`config.mk`:
```
export PLATFORM = sky130hd
export DESIGN_NAME = etc_block_fetcher
export DESIGN_NICKNAME = d
export VERILOG_FILES = /design/src/rtl/etc_block_fetcher.sv
export SDC_FILE = /design/constraint.sdc
export NUM_CORES = 1
export LEC_CHECK = 0
export ABC_CLOCK_PERIOD_IN_PS = 5400
export CORE_UTILIZATION = 48
export DETAILED_ROUTE_END_ITERATION = 8
export GPL_TIMING_DRIVEN = 1
export PLACE_DENSITY_LB_ADDON = 0.05
export SYNTH_ARGS = -nofsm -noshare
export SYNTH_HDL_FRONTEND = slang
export SYNTH_SLANG_ARGS = --single-unit
```
`constraint.sdc`:
```
create_clock -name sclk -period 5.4 [get_ports sclk]
set_input_delay 0.81 -clock sclk [delete_from_list [all_inputs] [get_ports sclk]]
set_output_delay 0.81 -clock sclk [all_outputs]
set_load 0.02 [all_outputs]
```
`src/rtl/etc_block_fetcher.sv`:
```
// rtl/etc_block_fetcher.sv - ETC2 compressed block fetcher walking an image in raster block order
//
// Purpose: for an image of width x height pixels (4x4 pixel ETC2 blocks, 8 bytes each,
// stored contiguously in raster order from src_base) read every block as two 32-bit
// words and present it downstream together with its block coordinates.
//
// Ports:
//   sclk, rsrt                      clock (rising edge), asynchronous active-high reset
//   start, src_base, width, height  job launch; parameters sampled when start is accepted in IDLE
//   rd_req, rd_addr, rd_gnt         read request handshake, one read outstanding at a time
//   rd_dvalid, rd_data              read return
//   blk_valid, blk_rtr              block output handshake
//   blk_data, blk_x, blk_y          block payload ([63:32] = word at block address) and coordinates
//   busy, done                      job in progress / one-cycle completion pulse
//
// Build option: ETC_FETCH_BSWAP_EN - byte-reverse each returned word before storing it.

module etc_block_fetcher (
  input  logic        sclk,
  input  logic        rsrt,
  input  logic        start,
  input  logic [31:0] src_base,
  input  logic [10:0] width,
  input  logic [10:0] height,
  output logic        rd_req,
  output logic [31:0] rd_addr,
  input  logic        rd_gnt,
  input  logic        rd_dvalid,
  input  logic [31:0] rd_data,
  output logic        blk_valid,
  input  logic        blk_rtr,
  output logic [63:0] blk_data,
  output logic [7:0]  blk_x,
  output logic [7:0]  blk_y,
  output logic        busy,
  output logic        done
);

  typedef enum logic [2:0] {
    S_IDLE  = 3'd0,
    S_REQ0  = 3'd1,
    S_WAIT0 = 3'd2,
    S_REQ1  = 3'd3,
    S_WAIT1 = 3'd4,
    S_OUT   = 3'd5,
    S_DONE  = 3'd6
  } state_t;

  state_t      state;
  state_t      state_nxt;

  // Byte address of the current block; advanced by 8 per block because the
  // raster walk visits blocks in storage order, so no multiply is needed.
  logic [31:0] blk_addr;
  logic [7:0]  last_x;
  logic [7:0]  last_y;

  logic [8:0]  bpr;
  logic [8:0]  bpc;
  logic        accept;
  logic        xfer;
  logic        last_blk;
  logic [31:0] rd_word;
  logic        unused_lsbs;

  assign bpr         = width[10:2];
  assign bpc         = height[10:2];
  // Pixel dimensions are multiples of 4, so the two low bits carry no information.
  assign unused_lsbs = ^{width[1:0], height[1:0]};

  assign accept   = (state == S_IDLE) && start;
  assign xfer     = (state == S_OUT) && blk_rtr;
  assign last_blk = (blk_x == last_x) && (blk_y == last_y);

`ifdef ETC_FETCH_BSWAP_EN
  assign rd_word = {rd_data[7:0], rd_data[15:8], rd_data[23:16], rd_data[31:24]};
`else
  assign rd_word = rd_data;
`endif

  // State register
  always_ff @(posedge sclk or posedge rsrt) begin
    if (rsrt) begin
      state <= S_IDLE;
    end else begin
      state <= state_nxt;
    end
  end

  // Next state and state-decoded outputs
  always_comb begin
    state_nxt = state;
    rd_req    = 1'b0;
    rd_addr   = 32'd0;
    blk_valid = 1'b0;
    busy      = 1'b1;
    done      = 1'b0;
    case (state)
      S_IDLE: begin
        busy = 1'b0;
        if (start) begin
          state_nxt = S_REQ0;
        end
      end
      S_REQ0: begin
        rd_req  = 1'b1;
        rd_addr = blk_addr;
        if (rd_gnt) begin
          state_nxt = S_WAIT0;
        end
      end
      S_WAIT0: begin
        if (rd_dvalid) begin
          state_nxt = S_REQ1;
        end
      end
      S_REQ1: begin
        rd_req  = 1'b1;
        rd_addr = blk_addr + 32'd4;
        if (rd_gnt) begin
          state_nxt = S_WAIT1;
        end
      end
      S_WAIT1: begin
        if (rd_dvalid) begin
          state_nxt = S_OUT;
        end
      end
      S_OUT: begin
        blk_valid = 1'b1;
        if (blk_rtr) begin
          state_nxt = last_blk ? S_DONE : S_REQ0;
        end
      end
      S_DONE: begin
        done      = 1'b1;
        state_nxt = S_IDLE;
      end
      default: begin
        state_nxt = S_IDLE;
      end
    endcase
  end

  // Job parameters, block position and captured block data
  always_ff @(posedge sclk or posedge rsrt) begin
    if (rsrt) begin
      blk_addr <= 32'd0;
      last_x   <= 8'd0;
      last_y   <= 8'd0;
      blk_x    <= 8'd0;
      blk_y    <= 8'd0;
      blk_data <= 64'd0;
    end else begin
      if (accept) begin
        blk_addr <= src_base;
        last_x   <= 8'(bpr - 9'd1);
        last_y   <= 8'(bpc - 9'd1);
        blk_x    <= 8'd0;
        blk_y    <= 8'd0;
      end
      if ((state == S_WAIT0) && rd_dvalid) begin
        blk_data[63:32] <= rd_word;
      end
      if ((state == S_WAIT1) && rd_dvalid) begin
        blk_data[31:0] <= rd_word;
      end
      // Coordinates of the final block are left in place so they remain
      // visible after done; the next accepted start clears them.
      if (xfer && !last_blk) begin
        blk_addr <= blk_addr + 32'd8;
        if (blk_x == last_x) begin
          blk_x <= 8'd0;
          blk_y <= blk_y + 8'd1;
        end else begin
          blk_x <= blk_x + 8'd1;
        end
      end
    end
  end

endmodule

```
# Yosys cells after proc, flatten, opt, wreduce, memory -nomap -nowiden
# Index checks and enable logic that the tools add are counted.
# classes
n_mux,21
addsub,6
n_reduce_logical,11
eq_ne,14
# op_table
operator,count
two-way mux 32 bit,2
one-hot mux 32 bit (2 select lines),1
two-way mux 8 bit,6
adder 32 x 3 -> 32 bit (second input constant),1
adder 32 x 4 -> 32 bit (second input constant),1
two-way mux 3 bit,7
one-hot mux 3 bit (6 select lines),1
adder 8 x 1 -> 8 bit (second input constant),2
== test 8 bit,2
subtractor 8 x 1 -> 8 bit (second input constant),2
inequality test 2 bit (second input constant),6
== test 3 bit (second input constant),3
== test 3 x 2 -> 1 bit (second input constant),2
logical AND 1 bit,6
AND reduction 6 bit,1
two-way mux 1 bit,4
== test 3 x 1 -> 1 bit (second input constant),1
zero test 3 bit,1
nonzero test 2 bit,1
OR reduction 2 bit,1
zero test 1 bit,1
# totals
register_bits,131
word_cells,60
out_inout_bits,116
inputBits,92

# Longest topological paths before layout
# logic_depth
ltp_word,5
depth_mapped,8
depth_no_buf,6

# Worst setup path after synthesis
# Ideal clock, no wire load.
# synth_path
kind,register -> output
startpoint,reg blk_addr[3]
endpoint,out rd_addr[25]
path_slack_ns,2.324
stages_incl_launch_ff,7
arrival_time_ns,2.266
n_path_buf,0
t_required_ns,4.590
cell_sequence,dfrtp_1 > ha_1 > nand3_2 > nor4b_4 > nand3_2 > or4_1 > a21oi_1
# synth_via
elab_chain_cells,2
# synth_rtl
element,line_no,source
from (decl),54,logic [31:0] blk_addr;
from (signal assigned),156,blk_addr <= src_base;
from (signal assigned),171,blk_addr <= blk_addr + 32'd8;
adder 32 x 3 -> 32 bit,119,rd_addr = blk_addr + 32'd4;
one-hot mux 32 bit (2 select lines),98,case (state)
to (decl),26,"output logic [31:0] rd_addr,"
# No other way between the ends.

# Worst setup path in the final report
# Same ends and word-level chain as after synthesis.

==> out/results.md <==
| Item | Reported |
|:---|:---|
| Switching component of the power | 0.00208 W |
| Max Freq | 0.236 GHz |
| Number of synthesized flops with an enable pin | 0 |
| Critical Path RT | 4.59 ns |
| Max VDD drop | 0.417 mV |
| Fraction of synthesized cell area taken by the top area cell type | 45.6% |
| Post-Route WL | 19600 µm |
| Number of clock sinks | 131 |
| Max-cap check violation count | 0 |
| Number of failing hold endpoints at the final stage | 0 |
| Core Box Area | 14600 µm² |
| Highest net fanout along the worst path | 8 |
| GR Util All Layers | 25.7% |
| Syn Inst Count | 731 |
| Number of pins exceeding their max-slew limit in the final report | 0 |
| Number of buffers inserted for hold repair after clock tree synthesis | 0 |
| Count of endpoints failing setup in the final report | 0 |
| Most frequent cell on the critical path | nand3_2 |
| Setup crit end kind | primary output |
| Max transition margin | 26.7% |
| Share of final-layout standard cells stronger than drive strength 1 | 14.2% |
| Vias in the first global route | 6343 |
| Detailed-placement wirelength estimate | 14100 µm |
| Final estimated routing congestion in global placement | 0.891 |
| Number of buffers added by the clock tree synthesis step | 17 |
| Mean Syn Cell Area | 9.84 µm² |
| Worst-margin pin slew | 1.09 ns |
| Number of buffers added for setup after CTS | 0 |
| Largest area contributor in the synthesized netlist | dfrtp_1 |
| Synth Warn # | 0 |
| Count of inserted antenna diode cells | 0 |
| Total global routing overflow | 0 |
| Ordered list of cells on the worst path | ha_1 > nand3_2 > nor4b_4 > nand3_2 > or4_1 > a21oi_1 > clkdlybuf4s50_1 |
| Global-route wire length before repair | 31900 µm |
| Post-route clock skew | 0.00914 ns |
| RSZ-0062 raised after global routing | no |
| Part of the Yosys area used for sequential elements | 45.6% |
| Maximum clock insertion buffer count | 2 |
| DR vias/cell | 5.70 |
| Number of primary I/O pins | 208 |
| Average wire per cell in the routed design | 17.6 µm |
| Proportion of synthesized flip-flops having asynchronous set or reset | 100% |
| Final critical-path share of the clock period | 78.3% |
| Net Count, Synth | 829 |
| Area of all placed cells without fillers | 9970 µm² |
| Unique cell type count in the Yosys netlist | 62 |
| Maximum number of pins on one net before global-route repair | 50 |
| Area of the die | 15500 µm² |
| IO Port Bufs | 201 |
| Combinational group share of total power | 44.8% |
| Cell with the largest stage delay on the worst path | clkdlybuf4s50_1 |
| Critical setup path kind | reg -> out |
| Effective utilization at floorplan | 49.3% |
| Register share of total power | 32.7% |
| Row count | 44 |
| Leak | 3.95 nW |
| Final #Nets | 1014 |
| CTS H-tree depth | 4 |
| Critical path launch point type | flop |
| Min Tclk post-route | 4.23 ns |
| Die height | 124 µm |
| Number of inserted filler cells in the final layout | 1144 |
| Class of the most critical hold timing path | reg -> reg |
| Delay contributed by the slowest stage of the critical path | 0.63 ns |
| DRC violation count after routing | 0 |
| Area of the mapped netlist | 7190 µm² |
| Number of nets with antenna violations after routing | 0 |
| Placed cell area | 9330 µm² |
| Data arrival, critical path | 3.42 ns |
| Die boundary width | 124 µm |
| Result of the run | completed |
| Area growth from synthesis to layout | 38.6% |
| Resized Gates After CTS | 0 |
| Clock root buffer master | clkbuf_16 |
| Number of detailed-routing iterations run before antenna repair | 5 |
| Synth Register Bits | 131 |
| Areal power density over the cells | 551 nW/µm² |
| Min Hold Slack | 0.467 ns |
| Clock network latency to the later pin of the worst-skew pair | 0.41 ns |
| First DRT Iteration DRCs | 298 |
| Leading cell types by total area after synthesis | dfrtp_1 46%, mux2_2 11%, nand2_1 5.3%, xnor2_1 5.0%, o21ai_0 2.6% |
| Internal power | 0.00342 W |
| Clock network fraction of design power | 22.5% |
| Total vias in the final route | 6348 |
| Total Neg Setup Slack | 0 ns |
| TritonCTS clock tree | yes |
| Antenna violations before repair | 0 |
| Most frequently used flop master after synthesis | dfrtp_1 |
| Clk slew on worst S/H paths | 0.05 ns |
| Switching power share of the total | 37.8% |
## state kept, by name, indices dropped and copies added, names as in the netlist
name / flops
blk_data: 64
blk_addr: 32
blk_x: 8
blk_y: 8
last_x: 8
last_y: 8
state: 3
## Yosys cell counts (2+ instances only)
| library cell | instances |
|---|---|
| a211o_1 | 3 |
| a211oi_1 | 5 |
| a21boi_0 | 2 |
| a21oi_1 | 10 |
| a221o_1 | 5 |
| a22o_1 | 2 |
| a22oi_1 | 2 |
| a31o_2 | 4 |
| a31oi_1 | 9 |
| and2_1 | 7 |
| and3_1 | 13 |
| and4_1 | 5 |
| buf_1 | 2 |
| buf_2 | 15 |
| clkbuf_1 | 27 |
| dfrtp_1 | 131 |
| ha_1 | 6 |
| inv_1 | 21 |
| mux2_2 | 69 |
| mux2i_1 | 7 |
| nand2_1 | 101 |
| nand2b_1 | 6 |
| nand3_1 | 22 |
| nand3_2 | 2 |
| nand4_1 | 15 |
| nand4b_1 | 2 |
| nor2_1 | 43 |
| nor3_1 | 16 |
| nor3b_1 | 2 |
| nor4_1 | 15 |
| o211ai_1 | 13 |
| o21ai_0 | 37 |
| o311ai_0 | 13 |
| o31ai_1 | 4 |
| o41ai_1 | 2 |
| or2_2 | 2 |
| or3_1 | 8 |
| or4_1 | 5 |
| xnor2_1 | 41 |
| xor2_1 | 15 |
## power groups by stage
stage / logic (W) / registers, W / clock network (W)
after floorplan: 0.00123 / 0.00197 / 0
after global placement: 0.00241 / 0.00177 / 0
after detailed placement: 0.00247 / 0.00181 / 0
after CTS: 0.00248 / 0.00180 / 0.00126
after global routing: 0.00263 / 0.00187 / 0.00130
final: 0.00246 / 0.00180 / 0.00124
## per-stage QoR
| stage | std cells | util, % | setup WS, ns | power (W) |
|---|---|---|---|---|
| after floorplan | 731 | - | 1.09 | 0.00320 |
| after global placement | 1081 | 64.0 | 1.66 | 0.00418 |
| after detailed placement | 1081 | 64.0 | 1.63 | 0.00428 |
| after CTS | 1113 | 68.3 | 1.18 | 0.00554 |
| after global routing | 1113 | 68.3 | 0.978 | 0.00580 |
| final | 1113 | 68.3 | 1.17 | 0.00550 |
## routing by layer
| layer | up-vias | global-route usage (%) | share of wire (%) |
|---|---|---|---|
| met2 | 215 | 43.9 | 51 |
| li1 | 3001 | - | - |
| met3 | 22 | 5.80 | 5.2 |
| met4 | 0 | 7.94 | 1.6 |
| met5 | - | 0 | 0 |
| met1 | 3110 | 32.3 | 42 |
## critical path: cells and delay by family (launching register included)
family	cells	cell delay [ns]
AOI/OAI and AO/OA	1	0.16
adders and majority gates	1	0.28
buffers and inverters	1	0.63
DFF	1	0.43
and+or+nand+nor	4	1.52
## layout by cell type (no fill, tap or decap), drive strengths merged, types with 6 or more instances in the layout
cell type and instances:
inv 23, nand2b 6, and3 14, or3 8, nor4 15, or4 6, mux2i 7, nand3 24
xor2 15, nand4 16, a31oi 9, nor3 17, o311ai 13, a21oi 11, nand2 101, clkdlybuf4s50 201
ha 6, xnor2 41, mux2 69, o21ai 37, o211ai 14, clkbuf 20, nor2 43, buf 10
and2 8, dfrtp 131
## layout make-up
type / count / area [µm²] / share of cell area [%]
Clock inverter: 12 / 178 / 1.78
Timing Repair Buffer: 211 / 2090 / 20.9
Inverter: 21 / 81.3 / 0.816
Multi-Input combinational cell: 534 / 3660 / 36.7
Sequential cell: 131 / 3280 / 32.9
Clock buffer: 20 / 457 / 4.58
Tap cell: 184 / 230 / 2.31
## path summary, 6_finish.rpt
check | from | end | slack [ns] | depth (start not counted)
max | blk_addr[3]$_DFFE_PP0P_ | rd_addr[25] | 1.17 | 7
min in group asynchronous | rsrt | blk_data[41]$_DFFE_PP0P_ | 0.82 | 2
min | blk_addr[1]$_DFFE_PP0P_ | blk_addr[1]$_DFFE_PP0P_ | 0.47 | 2
min reg2reg | blk_addr[1]$_DFFE_PP0P_ | blk_addr[1]$_DFFE_PP0P_ | 0.47 | 2
max reg2reg | state[1]$_DFFE_PP0P_ | blk_addr[19]$_DFFE_PP0P_ | 2.27 | 3
max in group asynchronous | rsrt | blk_addr[9]$_DFFE_PP0P_ | 3.53 | 3
## logic make-up (layout without fill, tap and decap cells)
logic type | count (synthesis) | after routing | synth area share, %
buffers and inverters | 66 | 264 | 3.76
AND/OR/NAND/NOR | 276 | 276 | 19.5
flip-flops | 131 | 131 | 45.6
multiplexers | 76 | 76 | 11.8
adder cells (fa/ha/maj) | 6 | 6 | 1.04
XOR/XNOR | 56 | 56 | 6.82
AO/OA/AOI/OAI | 120 | 120 | 11.6
Note: power is estimated with default switching activity, not from simulation.
